**src/rtl/stepper_pkg.sv**
```systemverilog
// Shared stepper coil definitions: phase patterns, pattern decode, decoder FSM states.
// Used by both the coil driver and the receive-side phase decoder.
package stepper_pkg;

    localparam logic [3:0] PH_0   = 4'b1000;
    localparam logic [3:0] PH_1   = 4'b1100;
    localparam logic [3:0] PH_2   = 4'b0100;
    localparam logic [3:0] PH_3   = 4'b0110;
    localparam logic [3:0] PH_4   = 4'b0010;
    localparam logic [3:0] PH_5   = 4'b0011;
    localparam logic [3:0] PH_6   = 4'b0001;
    localparam logic [3:0] PH_7   = 4'b1001;
    localparam logic [3:0] PH_OFF = 4'b0000;

    typedef enum logic [1:0] {
        ST_IDLE  = 2'd0,
        ST_TRACK = 2'd1,
        ST_FAULT = 2'd2
    } dec_state_e;

    typedef struct packed {
        logic       valid;
        logic       zero;
        logic [2:0] idx;
    } phase_dec_t;

    // Map a coil pattern to its half-step index; flags de-energised and illegal.
    function automatic phase_dec_t decode_phase(input logic [3:0] p);
        phase_dec_t r;
        r.valid = 1'b1;
        r.zero  = 1'b0;
        r.idx   = 3'd0;
        case (p)
            PH_0: r.idx = 3'd0;
            PH_1: r.idx = 3'd1;
            PH_2: r.idx = 3'd2;
            PH_3: r.idx = 3'd3;
            PH_4: r.idx = 3'd4;
            PH_5: r.idx = 3'd5;
            PH_6: r.idx = 3'd6;
            PH_7: r.idx = 3'd7;
            PH_OFF: begin
                r.valid = 1'b0;
                r.zero  = 1'b1;
            end
            default: r.valid = 1'b0;
        endcase
        return r;
    endfunction

endpackage

```
**src/rtl/stepper_phase_sync.sv**
```systemverilog
// Multi-stage synchroniser for the four asynchronous coil phase lines.
// Clears to de-energised so reset never looks like a phase.
module stepper_phase_sync #(
    parameter int unsigned STAGES = 2
) (
    input  logic       clk,
    input  logic       reseteo,
    input  logic [3:0] d,
    output logic [3:0] q
);

    logic [3:0] sync_q [STAGES];
    logic [3:0] sync_d [STAGES];

    // Shift chain: stage 0 takes the raw lines, each later stage the previous one.
    always_comb begin
        sync_d[0] = d;
        for (int i = 1; i < int'(STAGES); i++) begin
            sync_d[i] = sync_q[i-1];
        end
    end

    // Chain registers with synchronous clear.
    always_ff @(posedge clk) begin
        if (!reseteo) begin
            for (int i = 0; i < int'(STAGES); i++) begin
                sync_q[i] <= 4'b0000;
            end
        end else begin
            for (int i = 0; i < int'(STAGES); i++) begin
                sync_q[i] <= sync_d[i];
            end
        end
    end

    assign q = sync_q[STAGES-1];

endmodule

```
**src/rtl/stepper_phase_decoder.sv**
```systemverilog
// Stepper coil bus monitor: decodes w1..w4 into steps, direction, position,
// step period, stall and sticky sequence-error flags.
module stepper_phase_decoder
    import stepper_pkg::*;
#(
    parameter int unsigned SYNC_STAGES  = 2,
    parameter int unsigned POS_W        = 16,
    parameter int unsigned PER_W        = 24,
    parameter int unsigned STALL_CYCLES = 50_000_000
) (
    input  logic                    clk,
    input  logic                    reseteo,
    input  logic                    w1,
    input  logic                    w2,
    input  logic                    w3,
    input  logic                    w4,
    input  logic                    clr_pos,
    input  logic                    clr_err,
    output logic signed [POS_W-1:0] pos,
    output logic                    step_pulse,
    output logic                    dir,
    output logic                    half_mode,
    output logic [PER_W-1:0]        period,
    output logic                    period_valid,
    output logic                    stall,
    output logic                    err_skip,
    output logic                    err_invalid,
    output logic [1:0]              state_o
);

    localparam logic [PER_W-1:0] CNT_ONE  = PER_W'(1);
    localparam logic [PER_W-1:0] CNT_MAX  = '1;
    localparam logic [63:0]      STALL_TH = 64'(STALL_CYCLES) - 64'd1;

    logic [3:0] p;
    phase_dec_t dec;

    dec_state_e              state_q, state_d;
    logic [2:0]              last_q, last_d;
    logic signed [POS_W-1:0] pos_q, pos_d;
    logic                    dir_q, dir_d;
    logic                    half_q, half_d;
    logic                    step_q, step_d;
    logic [PER_W-1:0]        period_q, period_d;
    logic                    pv_q, pv_d;
    logic [PER_W-1:0]        cnt_q, cnt_d;
    logic                    seen_q, seen_d;
    logic                    stall_q, stall_d;
    logic                    eskip_q, eskip_d;
    logic                    einv_q, einv_d;

    logic [2:0]        delta;
    logic signed [2:0] sdelta;
    logic [PER_W-1:0]  cnt_inc;

    stepper_phase_sync #(
        .STAGES (SYNC_STAGES)
    ) u_sync (
        .clk     (clk),
        .reseteo (reseteo),
        .d       ({w1, w2, w3, w4}),
        .q       (p)
    );

    assign dec = decode_phase(p);

    // Next-state: phase tracking FSM, position, period and error flags.
    always_comb begin
        state_d  = state_q;
        last_d   = last_q;
        pos_d    = pos_q;
        dir_d    = dir_q;
        half_d   = half_q;
        step_d   = 1'b0;
        period_d = period_q;
        pv_d     = 1'b0;
        cnt_d    = cnt_q;
        seen_d   = seen_q;
        eskip_d  = eskip_q;
        einv_d   = einv_q;

        // 6 and 7 read as -2 and -1 when the 3-bit delta is taken as signed.
        delta   = dec.idx - last_q;
        sdelta  = signed'(delta);
        cnt_inc = (cnt_q == CNT_MAX) ? cnt_q : cnt_q + CNT_ONE;

        // A fresh error below overrides this clear.
        if (clr_err) begin
            eskip_d = 1'b0;
            einv_d  = 1'b0;
        end

        case (state_q)
            ST_IDLE: begin
                if (dec.valid) begin
                    last_d  = dec.idx;
                    state_d = ST_TRACK;
                    cnt_d   = '0;
                    seen_d  = 1'b0;
                end else if (!dec.zero) begin
                    einv_d  = 1'b1;
                    state_d = ST_FAULT;
                end
            end
            ST_TRACK: begin
                if (dec.zero) begin
                    state_d = ST_IDLE;
                    cnt_d   = '0;
                end else if (!dec.valid) begin
                    einv_d  = 1'b1;
                    state_d = ST_FAULT;
                    cnt_d   = '0;
                end else begin
                    case (delta)
                        3'd0: cnt_d = cnt_inc;
                        3'd1, 3'd2, 3'd6, 3'd7: begin
                            step_d = 1'b1;
                            pos_d  = pos_q + POS_W'(sdelta);
                            dir_d  = ~delta[2];
                            half_d = delta[0];
                            last_d = dec.idx;
                            if (seen_q) begin
                                period_d = cnt_inc;
                                pv_d     = 1'b1;
                            end
                            seen_d = 1'b1;
                            cnt_d  = '0;
                        end
                        default: begin
                            eskip_d = 1'b1;
                            state_d = ST_FAULT;
                            cnt_d   = '0;
                        end
                    endcase
                end
            end
            ST_FAULT: begin
                if (clr_err) begin
                    state_d = ST_IDLE;
                end
            end
            default: state_d = ST_IDLE;
        endcase

        // Clear beats a coincident step; the pulse still reports the step.
        if (clr_pos) begin
            pos_d = '0;
        end

        stall_d = (state_d == ST_TRACK) && (64'(cnt_d) >= STALL_TH);
    end

    // State and output registers with synchronous clear.
    always_ff @(posedge clk) begin
        if (!reseteo) begin
            state_q  <= ST_IDLE;
            last_q   <= 3'd0;
            pos_q    <= '0;
            dir_q    <= 1'b0;
            half_q   <= 1'b0;
            step_q   <= 1'b0;
            period_q <= '0;
            pv_q     <= 1'b0;
            cnt_q    <= '0;
            seen_q   <= 1'b0;
            stall_q  <= 1'b0;
            eskip_q  <= 1'b0;
            einv_q   <= 1'b0;
        end else begin
            state_q  <= state_d;
            last_q   <= last_d;
            pos_q    <= pos_d;
            dir_q    <= dir_d;
            half_q   <= half_d;
            step_q   <= step_d;
            period_q <= period_d;
            pv_q     <= pv_d;
            cnt_q    <= cnt_d;
            seen_q   <= seen_d;
            stall_q  <= stall_d;
            eskip_q  <= eskip_d;
            einv_q   <= einv_d;
        end
    end

    assign pos          = pos_q;
    assign step_pulse   = step_q;
    assign dir          = dir_q;
    assign half_mode    = half_q;
    assign period       = period_q;
    assign period_valid = pv_q;
    assign stall        = stall_q;
    assign err_skip     = eskip_q;
    assign err_invalid  = einv_q;
    assign state_o      = state_q;

endmodule

```
**config.mk**
```make
export PLATFORM = sky130hd
export DESIGN_NAME = stepper_phase_decoder
export DESIGN_NICKNAME = d
export VERILOG_FILES = /design/src/rtl/stepper_pkg.sv /design/src/rtl/stepper_phase_sync.sv /design/src/rtl/stepper_phase_decoder.sv
export SDC_FILE = /design/constraint.sdc
export NUM_CORES = 1
export LEC_CHECK = 0
export ABC_AREA = 1
export CAP_MARGIN = 10
export CORE_MARGIN = 3
export CORE_UTILIZATION = 45
export CTS_CLUSTER_DIAMETER = 120
export CTS_CLUSTER_SIZE = 16
export DETAILED_ROUTE_END_ITERATION = 8
export GPL_TIMING_DRIVEN = 0
export HOLD_SLACK_MARGIN = 0.15
export PLACE_DENSITY_LB_ADDON = 0.3
export SLEW_MARGIN = 40
export SYNTH_ARGS = -nofsm -noshare
export SYNTH_HDL_FRONTEND = slang
export SYNTH_SLANG_ARGS = --single-unit
export TNS_END_PERCENT = 50
```
**constraint.sdc**
```tcl
create_clock -name clk -period 4.1 [get_ports clk]
set_input_delay 1.025 -clock clk [delete_from_list [all_inputs] [get_ports clk]]
set_output_delay 1.025 -clock clk [all_outputs]
set_load 0.01 [all_outputs]
```
==> summary.txt <==
Route
  – Post-route ant nets: 0
  – Wire per inst: 13.2 um
  – Vias post-DR: 4698
  – Final WL: 12.5 mm
  – Vias per std cell: 4.96
  – Detailed router's first-iteration violation count: 280
  – DRC: 0
  – Number of search-and-repair iterations in the first detailed-routing pass: 5

Synth
  – FFs w/ async S/R, synth: 0%
  – Syn_nets: roughly 770
  – Primary FF master, synth: sky130_fd_sc_hd__dfxtp_1
  – Commonest cells in the netlist: 251 x sky130_fd_sc_hd__nand2_1, 91 x sky130_fd_sc_hd__nor2_1, 84 x sky130_fd_sc_hd__dfxtp_1
  – Most frequent cell after synthesis: sky130_fd_sc_hd__nand2_1
  – Library cell with the largest summed area after synthesis: sky130_fd_sc_hd__dfxtp_1
  – Portion of the post-synthesis area used by sequential elements: 34.4%
  – Top post-synthesis cells by area: sky130_fd_sc_hd__dfxtp_1 34%, sky130_fd_sc_hd__nand2_1 19%, sky130_fd_sc_hd__a21oi_1 7.1%
  – Distinct cells, synth: 38
  – Number of cells produced by synthesis: about 740
  – Number of flops mapped to enable cells by yosys: 0
  – Number of synthesized register bits: 84
  – Post-synth design cell area: 0.00489 mm^2
  – Yosys top cell area share: 34.4%
  – Synthesized area divided by synthesized cell count: 6.60 um^2
  – Yosys warning count: 0

Timing
  – Count of final setup violators: 0
  – Final worst clock skew: 9.79 ps
  – Worst hold margin: 416 ps
  – Share of the clock period used by the worst path after layout: 84.0%
  – Count of endpoints failing hold in the final timing report: 0
  – Post-layout min period: 3450 ps
  – Accumulated negative setup slack: 0 ps
  – Setup repair after global routing missed its margin: no
  – Number of slew-limit violations in the final report: 0
  – Worst slew pin tran: 636 ps
  – Relative slew slack: 57.6%
  – Achievable clock frequency: just under 300 MHz

Flow run
  – Count of maximum capacitance violations: 0

Run status
  – Status: complete, no violations

Clock tree
  – Max H-tree Level: 3
  – Clock-pin slew on the worst setup and hold paths: 90 ps
  – Max clock buf depth: 2
  – TritonCTS Buffers: 9
  – Setup Buffers After CTS: 0
  – Hold-fix buffers, CTS: 0
  – Worst-skew pair later-pin latency: ~380 ps
  – Clock sink count: 84
  – Clock root buffer master: sky130_fd_sc_hd__clkbuf_8
  – Clock tree from TritonCTS: built
  – Total of cells resized after clock tree synthesis: 0

GRT
  – Wire length of the first global-routing pass: about 21 mm
  – Pin count of the biggest net entering global routing: 16
  – Number of global-route vias before repair: about 4500
  – Total GRT Usage: a little over a fifth
  – Overflow left after global routing: 0
  – Number of antenna violations at the first check in global routing: 0

Worst setup path
  – Kind of critical path: flip-flop to flip-flop
  – Startpoint type of the worst setup path: flip-flop
  – Source of the critical timing path: u_sync.sync_q[0][6]$_SDFF_PN0_
  – Nature of the critical path endpoint: flip-flop
  – Reg-to-reg startpoint: u_sync.sync_q[0][6]$_SDFF_PN0_
  – Maximum fanout encountered on the critical timing path: 15
  – Arrival time of data at the critical path endpoint: 3720 ps
  – Worst path required time: 4370 ps

Pwr
  – Power per cell area: 319 mW/mm^2
  – Portion of total power attributed to the clock network: 35.8%
  – Leak Pwr: 2.51 nW
  – Worst vdd ir: between 0.0002 and 0.0003 V
  – Comb power frac: 18.8%
  – Switching component of the power: 0.562 mW
  – Internal power: approximately 1.3 mW
  – Seq pwr share: 45.3%
  – Proportion of total power due to net switching: 30.2%

Die
  – Number of placement rows: 37
  – Floorplan core area: approximately 0.010 mm^2
  – I/O pin count: 57
  – Chip height: between 100 and 150 um
  – Horiz. Die Dim: 110 um
  – Initial cell density of the core: a little under half
  – Die Area: 0.0122 mm^2

Placed design
  – HPWL after DPL: 9.72 mm
  – Count of buffers from port buffering: 55
  – Routability cong.: 0.926

Worst hold path
  – Min-Delay Path Class: flip-flop to flip-flop
  – Startpoint of the worst hold path: u_sync.sync_q[0][0]$_SDFF_PN0_

Final layout
  – Fraction of final layout cells with drive strength greater than 1: 7.76%
  – Antenna cells: 0
  – Layout area overhead: 19.3%
  – Number of nets in the finished design: around 830
  – Multi-input gate area: 0.00275 mm^2
  – Layout fillers: 1052
  – Area taken by flip-flops and latches: 0.00168 mm^2
==> sequential cells by signal (all words and copies together) (netlist names), 2 cells and up <==
| name | cells |
|---|---|
| u_sync.sync_q | 8 |
| cnt_q | 24 |
| pos | 16 |
| state_o | 2 |
| last_q | 3 |
| period | 24 |
==> routing by layer <==
layer | wire length (um) | vias up | global-route usage (%) | part of all wire, %
li1 | - | 2462 | - | -
met1 | 6100 | 2103 | 29.8 | 49
met2 | 5570 | 120 | 34.5 | 44
met3 | 629 | 13 | 4.08 | 5.0
met4 | 223 | 0 | 8.80 | 1.8
met5 | 0 | - | 0 | 0
==> power groups by stage <==
stage / Clock (mW) / Sequential [mW] / Combinational (mW)
final: 0.668 / 0.844 / 0.350
after detailed placement: 0 / 0.864 / 0.349
after global routing: 0.722 / 0.847 / 0.390
after floorplan: 0 / 0.865 / 0.258
after global placement: 0 / 0.863 / 0.338
after CTS: 0.687 / 0.844 / 0.350
==> worst max-delay path, cell delays in order, from the launching register on <==
cell	delay (ps)
sky130_fd_sc_hd__dfxtp_1	330
sky130_fd_sc_hd__inv_1	110
sky130_fd_sc_hd__nor2_1	70
sky130_fd_sc_hd__o21ai_0	290
sky130_fd_sc_hd__ha_1	200
sky130_fd_sc_hd__inv_1	50
sky130_fd_sc_hd__fa_1	370
sky130_fd_sc_hd__inv_1	60
sky130_fd_sc_hd__nand2_1	50
sky130_fd_sc_hd__nand2_1	120
sky130_fd_sc_hd__inv_1	90
sky130_fd_sc_hd__nand2_4	90
sky130_fd_sc_hd__nand2_4	150
sky130_fd_sc_hd__ha_1	390
sky130_fd_sc_hd__a21oi_1	160
sky130_fd_sc_hd__nand2_1	120
sky130_fd_sc_hd__nand2_1	80
sky130_fd_sc_hd__nand2_1	150
sky130_fd_sc_hd__nand2_1	110
sky130_fd_sc_hd__nand2_1	60
sky130_fd_sc_hd__xor2_1	140
sky130_fd_sc_hd__nor2_1	100
sky130_fd_sc_hd__nor2_1	60
==> cell type report <==
cell class | count | share of cell area [%]
well taps | 136 | 2.92
clock inverters | 7 | 1.67
flip-flops and latches | 84 | 28.8
clock buffers | 9 | 2.12
inverters | 78 | 5.15
multi-input cells | 557 | 47.2
plain buffers | 22 | 2.68
repair buffers | 55 | 9.44
==> final timing paths <==
path | slack [ps] | endpoint | cells after the start
setup / recovery | 650 | pos[11]$_SDFFE_PP0P_ | 22
setup reg to reg | 650 | pos[11]$_SDFFE_PP0P_ | 22
hold / removal | 420 | u_sync.sync_q[0][4]$_SDFF_PN0_ | 2
hold reg to reg | 420 | u_sync.sync_q[0][4]$_SDFF_PN0_ | 2
==> cell usage in the layout (no fill, tap or decap), types with 6 or more instances in the layout <==
cell type / instances
sky130_fd_sc_hd__a21oi_1: 69
sky130_fd_sc_hd__buf_4: 9
sky130_fd_sc_hd__clkbuf_1: 7
sky130_fd_sc_hd__clkbuf_8: 9
sky130_fd_sc_hd__clkdlybuf4s50_1: 55
sky130_fd_sc_hd__dfxtp_1: 84
sky130_fd_sc_hd__ha_1: 17
sky130_fd_sc_hd__inv_1: 71
sky130_fd_sc_hd__nand2_1: 251
sky130_fd_sc_hd__nand2_4: 8
sky130_fd_sc_hd__nand3_1: 30
sky130_fd_sc_hd__nor2_1: 91
sky130_fd_sc_hd__nor3_1: 9
sky130_fd_sc_hd__o21ai_0: 28
sky130_fd_sc_hd__xnor2_1: 6
sky130_fd_sc_hd__xor2_1: 14
==> per-stage QoR <==
step	total power [mW]	setup slack (ps)	area (um^2)	instances	utilization [%]
3_5_place_dp	1.21	675	5610	932	53.6
3_3_place_gp	1.20	803	5610	932	53.6
4_1_cts	1.88	667	5830	948	55.8
5_1_grt	1.96	312	5830	948	55.8
6_report	1.86	654	5830	948	55.8
2_1_floorplan	1.12	1120	4890	741	-
==> cell families after synthesis <==
| logic type | count (synthesis) | share of synthesized area, % |
|---|---|---|
| AND/OR/NAND/NOR | 411 | 35.9 |
| AO/OA/AOI/OAI | 106 | 11.5 |
| buffers and inverters | 100 | 9.34 |
| flip-flops | 84 | 34.4 |
| XOR/XNOR | 20 | 3.58 |
| adder cells (fa/ha/maj) | 19 | 5.17 |
| other | 1 | 0.0767 |
No activity file was read; power rests on OpenSTA's default activity.
